### src/rtl/rr_mask_arbiter_if.sv
// Request/grant bundle between N requesters and the round-robin arbiter.
// The master side drives requests and acknowledges; the slave side (the arbiter)
// returns the registered grant and its current rotation pointer.
interface rr_mask_arbiter_if #(
    parameter int N = 4
);
    localparam int IDW = (N > 1) ? $clog2(N) : 1;

    logic [N-1:0]   req;
    logic           ack;
    logic           lock;
    logic [N-1:0]   grant;
    logic [IDW-1:0] grant_id;
    logic           gnt_valid;
    logic [IDW-1:0] ptr;

    modport master (
        output req,
        output ack,
        output lock,
        input  grant,
        input  grant_id,
        input  gnt_valid,
        input  ptr
    );

    modport slave (
        input  req,
        input  ack,
        input  lock,
        output grant,
        output grant_id,
        output gnt_valid,
        output ptr
    );
endinterface

### src/rtl/rr_mask_arbiter.sv
// N-way round-robin arbiter using a pointer-derived mask and two priority encoders.
// The masked encoder picks the lowest requester at or above ptr; if nothing is
// requesting in that region, the unmasked encoder wraps around to the lowest
// requester overall. The grant is registered and held until acknowledged; an
// acknowledge rotates priority to just past the winner and re-arbitrates in the
// same cycle, so back-to-back grants have no idle bubble. With lock set on the
// acknowledge, a still-requesting owner keeps the grant and ptr stays put.
module rr_mask_arbiter #(
    parameter int N       = 4,
    parameter int LOCK_EN = 1
) (
    input  logic                 clk,
    input  logic                 reset,
    rr_mask_arbiter_if.slave     bus
);
    localparam int IDW = (N > 1) ? $clog2(N) : 1;
    localparam logic [IDW-1:0] LAST_ID = IDW'(N - 1);

    typedef enum logic {
        IDLE,
        GRANTED
    } state_t;

    state_t         state_q, state_d;
    logic [N-1:0]   grant_q, grant_d;
    logic [IDW-1:0] id_q, id_d;
    logic [IDW-1:0] ptr_q, ptr_d;

    logic [IDW-1:0] ptr_adv;
    logic [IDW-1:0] arb_ptr;
    logic [N-1:0]   mask;
    logic           masked_any;
    logic [IDW-1:0] masked_id;
    logic [IDW-1:0] raw_id;
    logic [IDW-1:0] win_id;
    logic [N-1:0]   win_onehot;
    logic           lock_eff;
    logic           keep_owner;

    // Pointer the arbiter should use this cycle: the rotated pointer when a grant is being released, else the stored one.
    always_comb begin
        ptr_adv = (id_q == LAST_ID) ? '0 : id_q + 1'b1;
        arb_ptr = (state_q == GRANTED) ? ptr_adv : ptr_q;
    end

    // Masked and wrap-around priority encoders; scanning downwards leaves the lowest set index.
    always_comb begin
        mask       = '0;
        masked_any = 1'b0;
        masked_id  = '0;
        raw_id     = '0;
        for (int i = N - 1; i >= 0; i--) begin
            mask[i] = (IDW'(i) >= arb_ptr);
            if (bus.req[i] && mask[i]) begin
                masked_any = 1'b1;
                masked_id  = IDW'(i);
            end
            if (bus.req[i]) begin
                raw_id = IDW'(i);
            end
        end
        win_id = masked_any ? masked_id : raw_id;
        win_onehot = '0;
        for (int i = 0; i < N; i++) begin
            win_onehot[i] = (IDW'(i) == win_id);
        end
    end

    // Next-state logic: load a winner from IDLE, hold while unacknowledged, rotate or keep on acknowledge.
    always_comb begin
        state_d    = state_q;
        grant_d    = grant_q;
        id_d       = id_q;
        ptr_d      = ptr_q;
        lock_eff   = (LOCK_EN != 0) && bus.lock;
        keep_owner = lock_eff && bus.req[id_q];
        case (state_q)
            IDLE: begin
                if (|bus.req) begin
                    grant_d = win_onehot;
                    id_d    = win_id;
                    state_d = GRANTED;
                end
            end
            GRANTED: begin
                if (bus.ack && !keep_owner) begin
                    ptr_d = ptr_adv;
                    if (|bus.req) begin
                        grant_d = win_onehot;
                        id_d    = win_id;
                    end else begin
                        grant_d = '0;
                        id_d    = '0;
                        state_d = IDLE;
                    end
                end
            end
            default: begin
                grant_d = '0;
                id_d    = '0;
                state_d = IDLE;
            end
        endcase
    end

    // State, grant and pointer registers; reset clears the grant immediately and restores priority to index 0.
    always_ff @(posedge clk or posedge reset) begin
        if (reset) begin
            state_q <= IDLE;
            grant_q <= '0;
            id_q    <= '0;
            ptr_q   <= '0;
        end else begin
            state_q <= state_d;
            grant_q <= grant_d;
            id_q    <= id_d;
            ptr_q   <= ptr_d;
        end
    end

    assign bus.grant     = grant_q;
    assign bus.grant_id  = id_q;
    assign bus.gnt_valid = |grant_q;
    assign bus.ptr       = ptr_q;
endmodule

### src/flat_wrapper.sv
// flat-port wrapper written by rule: the top's interface ports become plain ports
module rr_mask_arbiter_flat 
#(
    parameter int N       = 4,
    parameter int LOCK_EN = 1
)
  (clk, reset, bus_req, bus_ack, bus_lock, bus_grant, bus_grant_id, bus_gnt_valid, bus_ptr);
  rr_mask_arbiter_if #(.N(N)) bus_i ();
  input  logic clk;
  input  logic reset;
  input wire logic [$bits(bus_i.req)-1:0] bus_req;
  input wire logic [$bits(bus_i.ack)-1:0] bus_ack;
  input wire logic [$bits(bus_i.lock)-1:0] bus_lock;
  output wire logic [$bits(bus_i.grant)-1:0] bus_grant;
  output wire logic [$bits(bus_i.grant_id)-1:0] bus_grant_id;
  output wire logic [$bits(bus_i.gnt_valid)-1:0] bus_gnt_valid;
  output wire logic [$bits(bus_i.ptr)-1:0] bus_ptr;
  assign bus_i.req = bus_req;
  assign bus_i.ack = bus_ack;
  assign bus_i.lock = bus_lock;
  assign bus_grant = bus_i.grant;
  assign bus_grant_id = bus_i.grant_id;
  assign bus_gnt_valid = bus_i.gnt_valid;
  assign bus_ptr = bus_i.ptr;
  rr_mask_arbiter #(.N(N), .LOCK_EN(LOCK_EN)) u_core (.clk(clk), .reset(reset), .bus(bus_i));
endmodule
### config.mk
export PLATFORM = sky130hd
export DESIGN_NAME = rr_mask_arbiter_flat
export DESIGN_NICKNAME = d
export VERILOG_FILES = /design/src/rtl/rr_mask_arbiter_if.sv /design/src/rtl/rr_mask_arbiter.sv /design/src/flat_wrapper.sv
export SDC_FILE = /design/constraint.sdc
export NUM_CORES = 1
export LEC_CHECK = 0
export CAP_MARGIN = 0
export CORE_MARGIN = 2
export CORE_UTILIZATION = 43
export CTS_CLUSTER_DIAMETER = 40
export DETAILED_ROUTE_END_ITERATION = 8
export PLACE_DENSITY = 0.74
export SYNTH_ARGS = -nofsm -noshare
export SYNTH_HDL_FRONTEND = slang
export SYNTH_SLANG_ARGS = --single-unit
export TNS_END_PERCENT = 30
### constraint.sdc
create_clock -name clk -period 4.6 [get_ports clk]
set_input_delay 0.46 -clock clk [delete_from_list [all_inputs] [get_ports clk]]
set_output_delay 0.46 -clock clk [all_outputs]
set_load 0.01 [all_outputs]
==> results.toml, run 1 <==
[clock_network]
cts_tree = "yes"
post_cts_buffers = 0
ctsResizeCount = 0
numCtsBuffers = 3
clk_pin_slew_ns = 0.06
clock_path_buffers = 2
cts_sinks = 9
root_buffer = "clkbuf_4"
clk_latency_ns = 0.26
cts_hold_buffers = 0
htreeDepth = 1

[global_route]
grt_use_total_pct = 19.5
grt_pass1_wl_um = 2020
grt_antenna_before_repair = 0
first_global_vias = 476
grt_max_degree = 10
grt-ovfl-total = 0

[pwr]
p_leak_uw = 0.000316
ir_drop_mv = 0.322
power.density_mw_per_mm2 = 632
finalPower_uw = 483

[detailed_routing]
drt-pass1-iter-count = 4
post_drt_wl_per_cell_um = 14.3
routed_wl_um = 1270
ant_nets = 0
post-route-drc-count = 0
first_iter_violations = 6
via_per_inst = 5.72
vias = 509

[final_layout]
drive_gt1_share_pct = 12.2
stdcell_count = 89
antenna_cells = 0
syn2layout_area_growth_pct = 34.0
fin_nets = 84
final_area_um2 = 764
nFillCells = 112

[floorplan]
start_util_pct = 45.0
core_mm2 = 0.00127
die_x_um = 40.4
die-area_mm2 = 0.00163
ios = 17
row_count = 13
fp.dieH_um = 40.4

[hold_path]
hold_path_class = "primary input to async pin"

[synthesis]
synth_edf_count = 0
synth_cells = 55
ys_top_cells_by_count = "9 x dfrtp_1, 6 x nand2_1, 4 x a32o_1, 4 x nor2_1"
async_flop_share_pct = 100
synth_fp_nets = 64
synth_top_area_share_pct = 39.5
ys_ff_latch = 9
yosysTopAreaCell = "dfrtp_1"
synth.area.top_cells = "dfrtp_1 39%, a32o_1 7.0%, mux2_2 3.9%"
ys_warn_count = 0
ys_seq_area_share_pct = 39.5
synth_most_common_cell = "dfrtp_1"
syn_avg_cell_area_um2 = 10.4
ys_dominant_reg_cell = "dfrtp_1"
synth_cell_type_count = 29
syn_area_um2 = 571

[timing]
timing.final.ws_setup_ns = 2.44
fin_crit_sh_pct = 46.9
setup_viol = 0
fin_tns_setup_ns = 0
finalClockSkew_ns = 0.00190
final.min_clock_period_ns = 2.16
rsz0062_at_grt = "no"
worst_pin_slew_ns = 0.579
relSlewSlack_pct = 61.0
max_freq_mhz = 464
drv_slew = 0
hold_violations = 0

[setup_path]
required_ns = 4.74
r2r_cells = 5
r2r-end = "u_core.bus.grant[3]"
path_class = "primary input to flop"
regToRegSetupSlack_ns = 2.45
cp-end-kind = "flop"
worstReg2RegStart = "u_core.bus.grant_id[0]"
worstPathArrival_ns = 2.30
start_kind = "primary input"
path_max_fanout = 7

[placed_design]
dp_cells = 85
portBuffers = 16
detailed_place_hpwl_um = 1000
globalplace.congestion = 0.735
place_area_um2 = 738
dpl_worst_slack_ns = 2.18

[run]
max_cap_viol_count = 0

[status]
status = "complete, no violations"
==> worst max path at each step <==
stage	start	end	cells past startpoint
2_1_floorplan	u_core.bus.grant_id[0]	u_core.bus.grant[2]	5
4_1_cts	bus_req[3]	u_core.bus.ptr[1]	5
3_3_place_gp	bus_req[3]	u_core.bus.ptr[1]	5
6_report	bus_req[3]	u_core.bus.ptr[1]	5
3_5_place_dp	bus_req[3]	u_core.bus.ptr[1]	5
5_1_grt	u_core.bus.grant_id[0]	u_core.bus.grant[3]	5
==> area by class of cell <==
class,instances,area (µm²),area share (%)
clock buffers,4,26.3,3.44
inverters,2,7.51,0.982
flip-flops and latches,9,225,29.5
multi-input cells,43,327,42.7
well taps,15,18.8,2.45
repair buffers,16,160,20.9
==> power breakdown <==
part | internal, µW | switching [µW] | total, µW
registers | 113 | 32.4 | 145
logic | 155 | 124 | 278
clock network | 33.3 | 26.2 | 59.6
total | 301 | 182 | 483
==> routing by layer <==
layer	share of wire [%]	global-route usage, %
met5	0	0
met4	1.7	12.5
met3	4.1	3.33
met2	46	29.0
met1	48	25.8
==> flip-flops by register name, indices dropped and copies added, names as in the netlist <==
| signal | count |
|---|---|
| u_core.bus.grant_id | 2 |
| u_core.bus.grant | 4 |
| u_core.state_q | 1 |
| u_core.bus.ptr | 2 |
==> stage by stage <==
stage | hold WS (ns) | util (%)
final | 0.458 | 60.3
after floorplan | 0.288 | -
after global placement | 0.492 | 58.2
after detailed placement | 0.498 | 58.2
after CTS | 0.465 | 60.3
after global routing | 0.487 | 60.3
==> critical path: stages <==
cell and delay [ns]:
clkdlybuf4s50_1 0.51, mux4_2 0.55, a21boi_0 0.24, and2_1 0.19
mux2_2 0.34
==> cell families after synthesis <==
group           after synthesis  share of synthesized area, %
mux                           4                          10.3
flops                         9                          39.5
fa+ha+maj                     1                          2.19
buf+inv                       3                          3.29
compound gates               16                          25.0
simple gates                 22                          19.7
==> placed cells by master (no fill, tap or decap) <==
master | synthesis | layout
clkdlybuf4s50_1 | 0 | 16
dfrtp_1 | 9 | 9
nand2_1 | 6 | 6
nor2_1 | 4 | 4
a32o_1 | 4 | 4
and2_1 | 3 | 3
nor2b_1 | 3 | 3
clkbuf_4 | 0 | 3
mux2_2 | 2 | 2
inv_1 | 2 | 2
o21ai_0 | 2 | 2
mux4_2 | 1 | 1
a21boi_0 | 1 | 1
mux2i_2 | 1 | 1
nor3_1 | 1 | 1
or2_2 | 1 | 1
o211a_1 | 1 | 1
a2111oi_2 | 1 | 1
a21oi_1 | 1 | 1
or3_1 | 1 | 1
nand2b_1 | 1 | 1
o22ai_1 | 1 | 1
a311oi_1 | 1 | 1
nor4_1 | 1 | 1
a221o_1 | 1 | 1
a2111o_1 | 1 | 1
or4_1 | 1 | 1
o41ai_1 | 1 | 1
a311o_1 | 1 | 1
ha_1 | 1 | 1
clkbuf_1 | 0 | 1
(Power assumes the default switching activity.)
==> run 2, diff against run 1 <==
clock period = 2 ns   (was 4.6 ns; I/O delays follow)
==> run 2 against run 1 <==
Compared with the run above: die area did not move; clock skew up 0.0011 ns; via count rose by 14%; largest cell class unchanged; largest power group unchanged.
==> results.toml, run 2 (same netlist as run 1, synthesis figures left out) <==
[status]
status = "complete, no violations"

[clock_network]
htreeDepth = 1
clk_pin_slew_ns = 0.06
clk_latency_ns = 0.26
post_cts_buffers = 0
cts_tree = "yes"
cts_sinks = 9
root_buffer = "clkbuf_4"
clock_path_buffers = 2
numCtsBuffers = 3

[floorplan]
row_count = 13
fp.dieH_um = 40.4
core_mm2 = 0.00127
die_x_um = 40.4
start_util_pct = 45.0
die-area_mm2 = 0.00163
ios = 17

[global_route]
grt_use_total_pct = 20.2
grt_pass1_wl_um = 2140
grt-ovfl-total = 0
grt_max_degree = 10
grt_antenna_before_repair = 0
first_global_vias = 517

[detailed_routing]
vias = 582
ant_nets = 0
post-route-drc-count = 0
first_iter_violations = 12
post_drt_wl_per_cell_um = 14.4
routed_wl_um = 1420
drt-pass1-iter-count = 4
via_per_inst = 5.88

[setup_path]
required_ns = 2.15
worstPathArrival_ns = 2.09
path_class = "flop to flop"
path_max_fanout = 6
worstReg2RegStart = "u_core.bus.grant_id[0]"
crit_start = "u_core.bus.grant_id[0]"
start_kind = "flop"
cp-end-kind = "flop"

[final_layout]
drive_gt1_share_pct = 23.8
final_util_pct = 67.4
regArea_um2 = 225
multiInputGateArea_um2 = 342
final_area_um2 = 855
final_common_cell = "clkdlybuf4s50_1"
antenna_cells = 0
mostFrequentLayoutCells = "16 x clkdlybuf4s50_1, 10 x buf_4, 9 x dfrtp_1"
largest_reg_flops = 4
fin_nets = 94
syn2layout_area_growth_pct = 49.8
nFillCells = 107

[timing]
rsz0062_at_grt = "yes"
setup_viol = 0
finalClockSkew_ns = 0.00300
fin_crit_sh_pct = 97.3
drv_slew = 0
worst_pin_slew_ns = 0.440
max_freq_mhz = 514
hold_violations = 0
relSlewSlack_pct = 70.4
final.min_clock_period_ns = 1.95

[placed_design]
detailed_place_hpwl_um = 1160
portBuffers = 16
globalplace.congestion = 0.716
place_area_um2 = 813

[run]
max_cap_viol_count = 0

[pwr]
p_leak_uw = 0.000368
power.density_mw_per_mm2 = 1440
ir_drop_mv = 0.788

[hold_path]
hold_path_class = "primary input to async pin"
-- run 2: report_power, final --
group          internal, µW  leakage, µW  switching (µW)
clock network          76.8    0.0000150            61.3
registers               259     0.000109            59.6
logic                   443     0.000244             331
-- run 2: metal layers --
layer  share of wire (%)  vias to the layer above  track usage, %
met5                   0                        -               0
met4                 1.2                        0            7.50
met3                 5.0                        2            3.33
met2                  52                       13            35.3
met1                  42                      292            24.5
li1                    -                      275               -
-- run 2: final cells by class --
type | instances | area share (%)
repair buffers | 26 | 27.5
well taps | 15 | 2.20
clock buffers | 4 | 3.07
multi-input cells | 43 | 40.0
inverters | 2 | 0.878
flip-flops and latches | 9 | 26.4
-- run 2: what timing repair did --
action                     CTS  global route
gates resized for setup      0             3
setup endpoints to repair    1             6
hold buffers                 0             0
pin swaps                    1             0
-- run 2: worst paths after layout --
kind | cells after the start | slack, ns | to
setup / recovery | 5 | 0.05 | u_core.bus.grant[2]
max in group asynchronous | 2 | 1.56 | u_core.bus.grant[3]
hold reg to reg | 1 | 0.52 | u_core.bus.grant[1]
hold / removal | 2 | 0.20 | u_core.bus.grant_id[1]
setup reg to reg | 5 | 0.05 | u_core.bus.grant[2]
min in group clk | 1 | 0.52 | u_core.bus.grant[1]
-- run 2: worst max-delay path, stage by stage, from the launching register on --
cell and delay (ns):
dfrtp_1 0.38, ha_1 0.34, mux2i_4 0.11, or3_1 0.42
a311o_1 0.31, a32o_1 0.27
-- run 2: stage by stage --
stage          hold WS [ns]  total power [µW]  worst slack, ns  TNS [ns]  instances
2_1_floorplan        0.0279               700          0.00529         0         55
3_3_place_gp          0.476              1050          0.00288         0         95
3_5_place_dp          0.488              1060          -0.0315   -0.0571         95
4_1_cts               0.206              1210           0.0404         0         99
5_1_grt               0.248              1330          -0.0495    -0.146         99
6_report              0.195              1230           0.0530         0         99
